<file path="config.mk">
export PLATFORM = sky130hd
export DESIGN_NAME = mem_stage_flat
export DESIGN_NICKNAME = d
export VERILOG_FILES = /design/src/rtl/mem_stage_if.sv /design/src/rtl/mem_stage.sv /design/src/flat_wrapper.sv
export SDC_FILE = /design/constraint.sdc
export NUM_CORES = 1
export LEC_CHECK = 0
export BUFFER_PORTS_ARGS = -buffer_cell sky130_fd_sc_hd__buf_2
export CORE_ASPECT_RATIO = 1.2
export CORE_MARGIN = 4
export CORE_UTILIZATION = 40
export DETAILED_ROUTE_END_ITERATION = 12
export PLACE_DENSITY = 0.71
export SYNTH_ARGS = -nofsm -noshare
export SYNTH_HDL_FRONTEND = slang
export SYNTH_SLANG_ARGS = --single-unit
</file>
<file path="constraint.sdc">
create_clock -name clk -period 2.75 [get_ports clk]
set_clock_uncertainty 0.15 [all_clocks]
set_input_delay 0.275 -clock clk [delete_from_list [all_inputs] [get_ports clk]]
set_output_delay 0.275 -clock clk [all_outputs]
set_load 0.02 [all_outputs]
</file>
<file path="src/rtl/mem_stage_if.sv">
// Data-bus request/response bundle between the memory stage and the data cache/bus.
interface mem_stage_if;
  logic        dreq_valid;
  logic [31:0] dreq_addr;
  logic [3:0]  dreq_strobe;
  logic [31:0] dreq_data;
  logic        dresp_data_ok;
  logic [31:0] dresp_data;

  modport master (
    output dreq_valid, dreq_addr, dreq_strobe, dreq_data,
    input  dresp_data_ok, dresp_data
  );

  modport slave (
    input  dreq_valid, dreq_addr, dreq_strobe, dreq_data,
    output dresp_data_ok, dresp_data
  );
endinterface

</file>
<file path="src/rtl/mem_stage.sv">
// Memory pipeline stage: stage register, alignment exceptions, single-outstanding
// data-bus request FSM and load-data extraction.
module mem_stage (
  input  logic        clk,
  input  logic        resetn,
  input  logic [31:0] e_pc,
  input  logic [31:0] e_val3,
  input  logic [31:0] e_valt,
  input  logic [5:0]  e_icode,
  input  logic [5:0]  e_acode,
  input  logic [4:0]  e_dst,
  input  logic [5:0]  e_excCode,
  input  logic        e_inDelaySlot,
  input  logic        M_stall,
  input  logic        M_bubble,
  input  logic        exception,
  mem_stage_if.master dbus,
  output logic [31:0] m_pc,
  output logic [31:0] m_valW,
  output logic [4:0]  m_dst,
  output logic [5:0]  m_icode,
  output logic [5:0]  m_excCode,
  output logic        m_inDelaySlot,
  output logic        m_busy
);

  localparam int unsigned XLEN = 32;
  localparam int unsigned OPW  = 6;

  localparam logic [OPW-1:0] OP_LB  = 6'h20;
  localparam logic [OPW-1:0] OP_LH  = 6'h21;
  localparam logic [OPW-1:0] OP_LW  = 6'h23;
  localparam logic [OPW-1:0] OP_LBU = 6'h24;
  localparam logic [OPW-1:0] OP_LHU = 6'h25;
  localparam logic [OPW-1:0] OP_SB  = 6'h28;
  localparam logic [OPW-1:0] OP_SH  = 6'h29;
  localparam logic [OPW-1:0] OP_SW  = 6'h2b;

  localparam logic [OPW-1:0] EXC_ADEL = 6'b100100;
  localparam logic [OPW-1:0] EXC_ADES = 6'b100101;

  typedef enum logic [1:0] {
    IDLE  = 2'd0,
    WAIT  = 2'd1,
    DRAIN = 2'd2
  } state_e;

  state_e state_q, state_d;
  logic   busy_q, busy_d;

  logic [XLEN-1:0] m_pc_q, m_pc_d;
  logic [XLEN-1:0] m_val3_q, m_val3_d;
  logic [XLEN-1:0] m_valt_q, m_valt_d;
  logic [OPW-1:0]  m_icode_q, m_icode_d;
  logic [OPW-1:0]  m_acode_q, m_acode_d;
  logic [OPW-1:0]  m_exc_q, m_exc_d;
  logic [4:0]      m_dst_q, m_dst_d;
  logic            m_ds_q, m_ds_d;

  logic [XLEN-1:0] rbuf_q, rbuf_d;
  logic [XLEN-1:0] req_addr_q, req_addr_d;
  logic [XLEN-1:0] req_data_q, req_data_d;
  logic [3:0]      req_strb_q, req_strb_d;

  logic            e_is_load, e_is_store, e_misalign;
  logic            load_en, issue;
  logic [OPW-1:0]  e_exc;
  logic [3:0]      e_strb;
  logic [XLEN-1:0] e_wdata;

  logic [15:0]     ld_half;
  logic [7:0]      ld_byte;
  logic [XLEN-1:0] valw_c;

  // Incoming op classification and exception resolution (earlier exceptions win)
  always_comb begin
    e_is_load  = e_icode inside {OP_LW, OP_LH, OP_LHU, OP_LB, OP_LBU};
    e_is_store = e_icode inside {OP_SW, OP_SH, OP_SB};
    e_misalign = ((e_icode == OP_LW || e_icode == OP_SW) && (e_val3[1:0] != 2'b00)) ||
                 ((e_icode == OP_LH || e_icode == OP_LHU || e_icode == OP_SH) && e_val3[0]);
    e_exc = e_excCode;
    if (!e_excCode[5] && e_misalign) begin
      e_exc = e_is_store ? EXC_ADES : EXC_ADEL;
    end
    load_en = !exception && !M_stall && !busy_q && !M_bubble;
    issue   = load_en && (e_is_load || e_is_store) && !e_exc[5];
  end

  // Byte-lane strobe and replicated write data for the incoming store
  always_comb begin
    e_strb  = 4'b0000;
    e_wdata = '0;
    case (e_icode)
      OP_SW: begin
        e_strb  = 4'b1111;
        e_wdata = e_valt;
      end
      OP_SH: begin
        e_strb  = 4'(4'b0011 << {e_val3[1], 1'b0});
        e_wdata = {2{e_valt[15:0]}};
      end
      OP_SB: begin
        e_strb  = 4'(4'b0001 << e_val3[1:0]);
        e_wdata = {4{e_valt[7:0]}};
      end
      default: ;
    endcase
  end

  // Stage register: flush > hold > bubble > load; a bubble keeps the pc
  always_comb begin
    m_pc_d    = m_pc_q;
    m_val3_d  = m_val3_q;
    m_valt_d  = m_valt_q;
    m_icode_d = m_icode_q;
    m_acode_d = m_acode_q;
    m_exc_d   = m_exc_q;
    m_dst_d   = m_dst_q;
    m_ds_d    = m_ds_q;
    if (exception || (!M_stall && !busy_q && M_bubble)) begin
      m_val3_d  = '0;
      m_valt_d  = '0;
      m_icode_d = '0;
      m_acode_d = '0;
      m_exc_d   = '0;
      m_dst_d   = '0;
      m_ds_d    = 1'b0;
    end else if (load_en) begin
      m_pc_d    = e_pc;
      m_val3_d  = e_val3;
      m_valt_d  = e_valt;
      m_icode_d = e_icode;
      m_acode_d = e_acode;
      m_exc_d   = e_exc;
      m_dst_d   = e_dst;
      m_ds_d    = e_inDelaySlot;
    end
  end

  // Bus FSM: a flushed request stays on the bus until its response drains
  always_comb begin
    state_d    = state_q;
    rbuf_d     = rbuf_q;
    req_addr_d = req_addr_q;
    req_data_d = req_data_q;
    req_strb_d = req_strb_q;
    case (state_q)
      IDLE: begin
        if (issue) begin
          state_d    = WAIT;
          req_addr_d = {e_val3[31:2], 2'b00};
          req_data_d = e_wdata;
          req_strb_d = e_strb;
        end
      end
      WAIT: begin
        if (dbus.dresp_data_ok) begin
          if (!exception) begin
            rbuf_d = dbus.dresp_data;
          end
          state_d = IDLE;
        end else if (exception) begin
          state_d = DRAIN;
        end
      end
      DRAIN: begin
        if (dbus.dresp_data_ok) begin
          state_d = IDLE;
        end
      end
      default: state_d = IDLE;
    endcase
    busy_d = (state_d != IDLE);
  end

  // Writeback value selection from the read buffer
  always_comb begin
    ld_half = m_val3_q[1] ? rbuf_q[31:16] : rbuf_q[15:0];
    case (m_val3_q[1:0])
      2'd0:    ld_byte = rbuf_q[7:0];
      2'd1:    ld_byte = rbuf_q[15:8];
      2'd2:    ld_byte = rbuf_q[23:16];
      default: ld_byte = rbuf_q[31:24];
    endcase
    case (m_icode_q)
      OP_LW:                valw_c = rbuf_q;
      OP_LH:                valw_c = {{16{ld_half[15]}}, ld_half};
      OP_LHU:               valw_c = {16'h0000, ld_half};
      OP_LB:                valw_c = {{24{ld_byte[7]}}, ld_byte};
      OP_LBU:               valw_c = {24'h000000, ld_byte};
      OP_SW, OP_SH, OP_SB:  valw_c = '0;
      default:              valw_c = m_val3_q;
    endcase
  end

  always_ff @(posedge clk or negedge resetn) begin
    if (!resetn) begin
      state_q    <= IDLE;
      busy_q     <= 1'b0;
      m_pc_q     <= '0;
      m_val3_q   <= '0;
      m_valt_q   <= '0;
      m_icode_q  <= '0;
      m_acode_q  <= '0;
      m_exc_q    <= '0;
      m_dst_q    <= '0;
      m_ds_q     <= 1'b0;
      rbuf_q     <= '0;
      req_addr_q <= '0;
      req_data_q <= '0;
      req_strb_q <= '0;
    end else begin
      state_q    <= state_d;
      busy_q     <= busy_d;
      m_pc_q     <= m_pc_d;
      m_val3_q   <= m_val3_d;
      m_valt_q   <= m_valt_d;
      m_icode_q  <= m_icode_d;
      m_acode_q  <= m_acode_d;
      m_exc_q    <= m_exc_d;
      m_dst_q    <= m_dst_d;
      m_ds_q     <= m_ds_d;
      rbuf_q     <= rbuf_d;
      req_addr_q <= req_addr_d;
      req_data_q <= req_data_d;
      req_strb_q <= req_strb_d;
    end
  end

  // Carried stage fields with no consumer inside this stage
  logic unused_stage;
  assign unused_stage = ^{m_acode_q, m_valt_q};

  assign dbus.dreq_valid  = busy_q;
  assign dbus.dreq_addr   = req_addr_q;
  assign dbus.dreq_strobe = req_strb_q;
  assign dbus.dreq_data   = req_data_q;

  assign m_pc          = m_pc_q;
  assign m_valW        = valw_c;
  assign m_dst         = m_dst_q;
  assign m_icode       = m_icode_q;
  assign m_excCode     = m_exc_q;
  assign m_inDelaySlot = m_ds_q;
  assign m_busy        = busy_q;

endmodule
</file>
<file path="src/flat_wrapper.sv">
// flat-port wrapper written by rule: the top's interface ports become plain ports
module mem_stage_flat 
  (clk, resetn, e_pc, e_val3, e_valt, e_icode, e_acode, e_dst, e_excCode, e_inDelaySlot, M_stall, M_bubble, exception, m_pc, m_valW, m_dst, m_icode, m_excCode, m_inDelaySlot, m_busy, dbus_dreq_valid, dbus_dreq_addr, dbus_dreq_strobe, dbus_dreq_data, dbus_dresp_data_ok, dbus_dresp_data);
  mem_stage_if dbus_i ();
  input  logic clk;
  input  logic resetn;
  input  logic [31:0] e_pc;
  input  logic [31:0] e_val3;
  input  logic [31:0] e_valt;
  input  logic [5:0] e_icode;
  input  logic [5:0] e_acode;
  input  logic [4:0] e_dst;
  input  logic [5:0] e_excCode;
  input  logic e_inDelaySlot;
  input  logic M_stall;
  input  logic M_bubble;
  input  logic exception;
  output logic [31:0] m_pc;
  output logic [31:0] m_valW;
  output logic [4:0] m_dst;
  output logic [5:0] m_icode;
  output logic [5:0] m_excCode;
  output logic m_inDelaySlot;
  output logic m_busy;
  output wire logic [$bits(dbus_i.dreq_valid)-1:0] dbus_dreq_valid;
  output wire logic [$bits(dbus_i.dreq_addr)-1:0] dbus_dreq_addr;
  output wire logic [$bits(dbus_i.dreq_strobe)-1:0] dbus_dreq_strobe;
  output wire logic [$bits(dbus_i.dreq_data)-1:0] dbus_dreq_data;
  input wire logic [$bits(dbus_i.dresp_data_ok)-1:0] dbus_dresp_data_ok;
  input wire logic [$bits(dbus_i.dresp_data)-1:0] dbus_dresp_data;
  assign dbus_dreq_valid = dbus_i.dreq_valid;
  assign dbus_dreq_addr = dbus_i.dreq_addr;
  assign dbus_dreq_strobe = dbus_i.dreq_strobe;
  assign dbus_dreq_data = dbus_i.dreq_data;
  assign dbus_i.dresp_data_ok = dbus_dresp_data_ok;
  assign dbus_i.dresp_data = dbus_dresp_data;
  mem_stage u_core (.clk(clk), .resetn(resetn), .e_pc(e_pc), .e_val3(e_val3), .e_valt(e_valt), .e_icode(e_icode), .e_acode(e_acode), .e_dst(e_dst), .e_excCode(e_excCode), .e_inDelaySlot(e_inDelaySlot), .M_stall(M_stall), .M_bubble(M_bubble), .exception(exception), .dbus(dbus_i), .m_pc(m_pc), .m_valW(m_valW), .m_dst(m_dst), .m_icode(m_icode), .m_excCode(m_excCode), .m_inDelaySlot(m_inDelaySlot), .m_busy(m_busy));
endmodule
</file>
# ---- After elaboration in Yosys (flattened, before gate mapping)
# Index checks and enable logic that the tools add are counted.
dict set report word_totals {
  word_cells 91
  in_bits 158
  reg_bits 183
  out_inout_bits 152
}
dict set report classes {
  n_eq_ne 20
  n_reduce_logical 33
  bitwise 2
  muxes 22
  shift 2
}
# operator n
set ops {}
lappend ops {{one-hot mux 32 bit (6 select lines)} 1}
lappend ops {{== test 6 bit, second input constant} 16}
lappend ops {{one-hot mux 32 bit (3 select lines)} 1}
lappend ops {{two-way mux 32 bit} 2}
lappend ops {{two-way mux 6 bit} 5}
lappend ops {{one-hot mux 8 bit (3 select lines)} 1}
lappend ops {{two-way mux 16 bit} 1}
lappend ops {{one-hot mux 4 bit (3 select lines)} 1}
lappend ops {{logical AND 1 bit} 10}
lappend ops {{two-way mux 5 bit} 2}
lappend ops {{two-way mux 2 bit} 4}
lappend ops {{logical NOT 1 bit} 6}
lappend ops {{logical OR 1 bit} 6}
lappend ops {{one-hot mux 2 bit (3 select lines)} 1}
lappend ops {{nonzero test 2 bit} 3}
lappend ops {{nonzero test 5 bit} 1}
lappend ops {{== test 2 x 1 -> 1 bit, second input constant} 2}
lappend ops {{== test 2 bit, second input constant} 2}
lappend ops {{logical NOT 2 bit} 2}
lappend ops {{AND reduction 2 bit} 2}
lappend ops {{<< shifter 1 x 2 -> 4 bit, first input constant} 1}
lappend ops {{<< shifter 2 x 2 -> 4 bit, first input constant} 1}
lappend ops {{two-way mux 1 bit} 3}
lappend ops {{AND reduction 3 bit} 1}
lappend ops {{other kinds (3)} 4}

# ---- Logic depth before layout (Yosys ltp)
# Gate-level depths: netlist of the first run.
dict set report depth {
  word_depth 12
  mapped_depth 9
  ltp_nobuf 4
}

# ---- Least setup slack after synthesis of the first run
# OpenSTA, ideal clock, no wires.
dict set report synth_path {
  kind {flip-flop to output port}
  start {reg u_core.m_icode_q[1], in the netlist u_core.m_icode[1]}
  end {out m_valW[18]}
  n_path_buf 2
  setup_slack_ps 202
  path_stages_with_launch 7
  required_time_ps 2325
  arrival_time_ps 2123
  path_cell_list {dfrtp_1 > or4b_1 > clkbuf_1 > nor4b_2 > nor3_2 > buf_2 > a21oi_1}
}
dict set report synth_via {
  elab_chain_cells 3
  word_cells_on_any_way 10
  classes_between {eq/ne: 8; mux: 1; reduce/logical: 1}
}
# element line
set synth_lines {}
lappend synth_lines {{start, declared} mem_stage.sv:54} ;# logic [OPW-1:0] m_icode_q, m_icode_d;
lappend synth_lines {{start signal, assigned} mem_stage.sv:218} ;# m_icode_q <= m_icode_d;
lappend synth_lines {{== test 6 bit} mem_stage.sv:185} ;# case (m_icode_q)
lappend synth_lines {{OR reduction 3 bit} mem_stage.sv:185}
lappend synth_lines {{one-hot mux 32 bit (6 select lines) *} mem_stage.sv:185}
lappend synth_lines {{end, declared} flat_wrapper.sv:19} ;# output logic [31:0] m_valW;
# Mark *: on every way between the ends. The rest lies on a longest branch, timed or not.

# ---- Worst setup path after layout of the first run
dict set report layout_path {
  start {reg u_core.m_icode_q[1], in the netlist u_core.m_icode[1]}
  end {out m_valW[29]}
}
# Same word-level chain as after synthesis.

==> metrics.csv, run 1 <==
stage,metric,value,unit
status,status,"finished, violations left",
status,violations,negative setup slack,
sta,finalSetupViolations,19,
clock_tree,clockBufferDepth,2,
pwr,p_int,0.004862,W
clock_tree,cts_buffers,17,
clock_tree,clk_pin_slew,70,ps
pwr,total_power,0.007053,W
route,first_pass_iters,8,
die,io_pins,310,
placement,port_buffers,301,
sta,worstMarginPinSlew,599.2,ps
pwr,switchingPower,0.002191,W
pwr,pwr-share-seq,44.4,%
setup_path,arrival,2400,ps
synthesis,avgSynthCellArea,11.90,um^2
sta,setup_slack,-73.13,ps
clock_tree,clkLatencyLatePin,420,ps
pwr,p_clk_share,34.1,%
pwr,powerDensity,577.4,nW/um^2
die,start_util,40.82,%
synthesis,ys_async_sr_fraction,100.0,%
global_route,grt_overflow,0,
pwr,p_sw_share,31.06,%
setup_path,required,2330,ps
clock_tree,cts_max_level,4,
pwr,ir_worst_vdd,0.0004021,V
placement,post-dp-hpwl,19.07,mm
global_route,first_global_vias,7782,
die,core-area,20330,um^2
sta,period_share,102.7,%
route,wl,27.82,mm
setup_path,crit_fanout,7,
cells_and_area,antennaDiodeCount,0,
clock_tree,cts_root_buf,clkbuf_16,
setup_path,crit_path_start_kind,flip-flop,
global_route,grt_usage,23.28,%
route,ant_nets,0,
global_route,grt_max_degree,66,
placement,gp_congestion,0.8760,
synthesis,synth_area,8297,um^2
setup_path,cp-end-kind,primary output,
cells_and_area,final_cells,1392,
sta,fmax,354.2,MHz
placement,dp_slack,-92.88,ps
global_route,antenna_found_initial,0,
sta,rsz0062_at_grt,true,
synthesis,synth_cell_types,55,
synthesis,ys_ff_latch,183,
global_route,grt_pass1_wl,42.63,mm
die,die_y,165.8,um
route,route.detailed.drc,0,
die,die-area,23120,um^2
route,vias,7331,
cells_and_area,syn_to_final_growth,47.22,%
route,drtIter0Drc,395,
hold_path,hold_path_class,input port to flip-flop,
cells_and_area,post_route_cells_drive_above_1_share,46.85,%
pwr,total_leakage_power,5.992,nW
clock_tree,clock-sinks,183,
synthesis,ys.flop_type,dfrtp_1,
die,rows,57,
pwr,p_comb_share,21.4,%
route,wl_per_cell,19.98,um
synthesis,syn-instance-count,697,
synthesis,synth-edff-count,0,
route,viasPerCell,5.267,
sta,hold_viol,0,
setup_path,worst-setup-path-type,flip-flop to primary output,
cells_and_area,final_nets,1272,
run,cap_violations,0,
die,die_w,139.5,um
cells_and_area,fin_util,60.09,%
placement,dp.cells,1239,
sta,max_slew_margin,60.06,%
sta,period_needed,2823,ps
clock_tree,cts_tree,yes,
synthesis,ys_seq_area_share,55.20,%
sta,maxSlewViolCount,0,
synthesis,yosysWarnings,0,
[cells in the final DEF, fill, tap and decap left out, types with 3 or more instances in the layout]
cell,count
a21oi_1,33
a21oi_2,7
a21oi_4,10
a222oi_1,5
a22o_1,41
a31oi_1,8
a32o_1,3
and3_1,3
buf_12,4
buf_2,284
buf_4,30
buf_6,13
clkbuf_16,17
clkinv_8,4
dfrtp_1,182
dlygate4sd3_1,116
inv_1,15
inv_8,4
mux2_2,121
mux2_4,8
mux2i_1,16
nand2_1,84
nand2b_1,3
nand3_1,7
nor2_1,28
nor3_1,3
o21ai_0,26
or2_2,3
[kinds of logic after synthesis]
kind of cell / after synthesis / share of synthesized area (%)
XOR/XNOR: 1 / 0.1056
AND/OR/NAND/NOR: 154 / 8.596
buffers and inverters: 66 / 4.026
multiplexers: 147 / 20.34
flip-flops: 183 / 55.20
AO/OA/AOI/OAI: 145 / 11.69
other: 1 / 0.04520
[registers in the layout (all words and copies together) (netlist names)]
signal                   cells
u_core.dbus.dreq_addr       30
u_core.dbus.dreq_data       32
u_core.dbus.dreq_strobe      4
u_core.dbus.dreq_valid       1
u_core.m_dst                 5
u_core.m_excCode             6
u_core.m_icode               6
u_core.m_inDelaySlot         1
u_core.m_pc                 32
u_core.m_val3_q             32
u_core.rbuf_q               32
u_core.state_q               2
[timing repair]
item,4_1_cts,5_1_grt
gates resized for setup,31,35
cloned,0,0
hold buffers,116,0
buffers inserted,5,0
pin swaps,1,1
setup endpoints to repair,31,31
hold endpoints to repair,207,0
[power by group through the flow]
stage,Sequential (W),Combinational (W),Clock [W]
final,0.00313,0.00151,0.00241
after global routing,0.00317,0.00161,0.00259
after CTS,0.00312,0.00148,0.00248
after detailed placement,0.00317,0.00133,0
after global placement,0.00316,0.00131,0
after floorplan,0.00343,0.000454,0
[routing by layer]
layer | vias to the layer above | global-route usage [%] | wire [um]
met4 | 0 | 11.11 | 1086
met2 | 342 | 40.43 | 14480
li1 | 3335 | - | -
met5 | - | 0 | 0
met3 | 62 | 5.818 | 1937
met1 | 3592 | 26.80 | 10320
[synthesized netlist by cell type (2+ instances only)]
cell type	number	area [um^2]
dfrtp_1	183	4579
nand2_1	84	315.3
and3_1	3	18.77
nor2_1	31	116.4
nand3_1	7	35.03
mux2_2	121	1363
mux2i_1	16	160.2
buf_6	4	45.04
mux4_2	2	45.04
and2_1	2	12.51
or2_2	3	18.77
o21ai_0	26	130.1
mux2_4	8	120.1
buf_4	7	52.55
a32o_1	3	30.03
inv_1	15	56.30
clkbuf_1	30	112.6
a31oi_1	8	50.05
nand2b_1	3	18.77
a222oi_1	5	50.05
a21oi_1	50	250.2
nor4b_1	2	17.52
buf_1	6	22.52
nor3b_1	2	15.01
a22o_1	41	359.1
and4b_1	2	20.02
nor2b_1	3	18.77
nor3_1	3	15.01
[path summary, 6_finish.rpt]
| kind | start | end | slack (ps) | depth (start not counted) |
|---|---|---|---|---|
| worst max register to register | u_core.dbus.dreq_valid$_DFF_PN0_ | u_core.m_val3_q[12]$_DFFE_PN0P_ | 540 | 4 |
| worst min register to register | u_core.m_excCode[5]$_DFFE_PN0P_ | u_core.m_excCode[5]$_DFFE_PN0P_ | 330 | 2 |
| worst max-delay path | u_core.m_icode[1]$_DFFE_PN0P_ | m_valW[29] | -70 | 6 |
| min in group asynchronous | resetn | u_core.m_pc[23]$_DFFE_PN0P_ | 250 | 2 |
| max in group asynchronous | resetn | u_core.m_icode[1]$_DFFE_PN0P_ | 1440 | 3 |
| worst min-delay path | e_icode[4] | u_core.m_icode[4]$_DFFE_PN0P_ | 10 | 2 |
[area by class of cell]
type                            count  area [um^2]
Sequential cell                   183         4581
Clock inverter                     14        160.2
Fill cell                        1641         8112
Tap cell                          265        331.6
Inverter                           15        56.30
Clock buffer                       18        429.2
Multi-Input combinational cell    449         3608
Timing Repair Buffer              448         3048
[metrics by stage]
stage	hold WS (ps)	TNS [ps]	area (um^2)
finish	12.96	-547.4	12210
global route	2.273	-1914	12210
CTS	0.4630	-119.9	12050
detailed placement	170.2	-1154	10150
global placement	166.7	-305.9	10150
floorplan	-170.6	0	8300
[worst max-delay path, cell delays in order, from the launching register on]
cell	delay [ps]
dfrtp_1	400
or4b_4	630
nor4b_4	350
nor3_4	110
buf_6	170
a21oi_2	150
buf_4	170
No activity file was read; power rests on OpenSTA's default activity.
==> run 2: changes to the inputs <==
- CORE_UTILIZATION: 40 -> 49
- PLACE_DENSITY: 0.71 -> 0.84
==> run 2 against run 1 <==
  * Combinational power up 3%
  * Core utilization up 15 points
  * Clock power up 3%
  * Fmax down 2.0%
  * Via count up 6.4%
  * Critical path depth up 1
  * The flow still finishes with violations (negative setup slack)
  * First-iteration DRC count up 130%
  * Sequential share of layout area down 0.54 points
  * Highest routed layer is now met5
  * Largest power group unchanged
  * Hold slack better by 3.0 ps
==> metrics.csv, run 2 (synthesized netlist as in run 1, its figures left out) <==
stage,metric,value,unit
cells_and_area,fin_area,12390,um^2
placement,dp_slack,-127.5,ps
cells_and_area,final_nets,1281,
setup_path,r2r_cells,5,
hold_path,holdPathStages,2,
route,first_pass_iters,6,
global_route,grt_usage,30.17,%
sta,fmax,347.1,MHz
cells_and_area,post_route_cells_drive_above_1_share,48.15,%
pwr,ir_worst_vdd,0.0003871,V
clock_tree,clock-sinks,183,
sta,worstMarginPinSlew,605.6,ps
global_route,grt_max_degree,80,
die,io_pins,310,
die,start_util,50.59,%
clock_tree,clk_pin_slew,60,ps
setup_path,worst-r2r-setup-slack,470,ps
pwr,total_leakage_power,6.077,nW
cells_and_area,final_common_cell,buf_2,
global_route,grt_most_used_layer,met2,
sta,period_share,104.8,%
route,wl,30.63,mm
hold_path,hold_path_class,input port to flip-flop,
route,drtIter0Drc,920,
global_route,gr-usage-met1,34.20,%
pwr,pwr-share-seq,43.7,%
setup_path,crit_fanout,6,
clock_tree,clkLatencyLatePin,430,ps
hold_path,hold_end,u_core.m_icode[5]$_DFFE_PN0P_,
status,status,"finished, violations left",
placement,post-dp-hpwl,18.80,mm
setup_path,worst-setup-path-type,flip-flop to primary output,
sta,rsz0062_at_grt,true,
sta,holdWs,15.96,ps
die,rows,51,
sta,hold_viol,0,
sta,setup_slack,-130.9,ps
route,route.detailed.drc,0,
global_route,grt_overflow,0,
global_route,first_global_vias,8197,
setup_path,arrival,2460,ps
pwr,p_clk_share,34.6,%
sta,max_slew_margin,59.63,%
setup_path,r2r-start,u_core.dbus.dreq_valid$_DFF_PN0_,
die,die_w,126.8,um
route,viasPerCell,5.781,
cells_and_area,fillerInstances,976,
cells_and_area,syn_to_final_growth,49.31,%
die,die_y,150.5,um
pwr,switchingPower,0.002220,W
clock_tree,cts_root_buf,clkbuf_16,
pwr,p_comb_share,21.7,%
cells_and_area,final_cell_mix,"buf_2 (271), dfrtp_1 (183), mux2_2 (121), dlygate4sd3_1 (117), nand2_1 (84)",
sta,period_needed,2881,ps
clock_tree,cts_buffers,17,
route,ant_nets,0,
global_route,met2_usage,53.23,%
sta,finalSetupViolations,23,
hold_path,hold_start,e_icode[5],
die,core-area,16400,um^2
status,violations,negative setup slack,
placement,port_buffers,301,
setup_path,r2r_end,u_core.dbus.dreq_addr[8]$_DFFE_PN0P_,
run,cap_violations,0,
global_route,grt_pass1_wl,44.69,mm
pwr,p_int,0.004981,W
die,die-area,19090,um^2
clock_tree,clockBufferDepth,2,
placement,gp_congestion,0.9299,
setup_path,required,2330,ps
clock_tree,cts_tree,yes,
global_route,antenna_found_initial,3,
global_route,use_met3,6.884,%
pwr,powerDensity,581.3,nW/um^2
setup_path,cp-end-kind,primary output,
route,vias,7798,
pwr,total_power,0.007202,W
sta,fin_setup_tns,-1081,ps
placement,place_area,10090,um^2
setup_path,crit_path_start_kind,flip-flop,
pwr,p_sw_share,30.83,%
sta,maxSlewViolCount,0,
clock_tree,cts_max_level,4,
route,wl_per_cell,22.71,um
==> run 2: what timing repair did <==
item | in CTS | in global routing
hold endpoints to repair | 215 | 0
hold buffers | 117 | 0
endpoints found under the setup margin | 31 | 30
pin swaps | 4 | 9
resized for setup | 53 | 47
cloned | 0 | 0
setup buffers | 7 | 8
==> run 2: through the flow <==
| step | std cells | util [%] |
|---|---|---|
| after floorplan | 698 | - |
| after global placement | 1184 | 61.50 |
| after detailed placement | 1184 | 61.50 |
| after CTS | 1340 | 73.75 |
| after global routing | 1349 | 75.54 |
| final | 1349 | 75.54 |
==> run 2: area by class of cell <==
cell class | instances | area (um^2) | share of cell area, %
Clock buffer | 18 | 439.2 | 3.545
Inverter | 15 | 56.30 | 0.4545
Timing Repair Buffer | 457 | 3199 | 25.83
Tap cell | 212 | 265.3 | 2.141
Antenna cell | 1 | 2.502 | 0.02020
Multi-Input combinational cell | 449 | 3687 | 29.76
Clock inverter | 14 | 158.9 | 1.283
Sequential cell | 183 | 4579 | 36.97
==> run 2: worst max-delay path by stage <==
stage,from,to,cells after the start
after floorplan,u_core.m_icode[1]$_DFFE_PN0P_,m_valW[18],6
after global routing,u_core.m_icode[3]$_DFFE_PN0P_,m_valW[11],7
after detailed placement,u_core.m_val3_q[0]$_DFFE_PN0P_,m_valW[18],5
final,u_core.m_icode[3]$_DFFE_PN0P_,m_valW[11],7
after global placement,u_core.m_val3_q[0]$_DFFE_PN0P_,m_valW[25],5
after CTS,u_core.m_icode[3]$_DFFE_PN0P_,m_valW[9],6
==> run 2: worst max-delay path, cell delays in order (launching register included) <==
cell and delay (ps):
dfrtp_1 410, or4b_4 620, nor3_2 140, buf_4 160
clkbuf_4 180, o21ai_0 100, a31oi_1 230, buf_4 180
==> run 2: metal layers <==
metal / part of all wire (%) / routed length, um
met2: 52 / 15910
met3: 9.1 / 2781
met5: 0.082 / 25
met4: 5.8 / 1772
met1: 33 / 10140
==> run 2: power by group through the flow <==
stage          combinational, W  sequential, W  clock, W
2_1_floorplan          0.000454        0.00343         0
3_3_place_gp            0.00129        0.00316         0
3_5_place_dp            0.00132        0.00318         0
4_1_cts                 0.00149        0.00313   0.00251
5_1_grt                 0.00166        0.00318   0.00262
6_report                0.00156        0.00315   0.00249
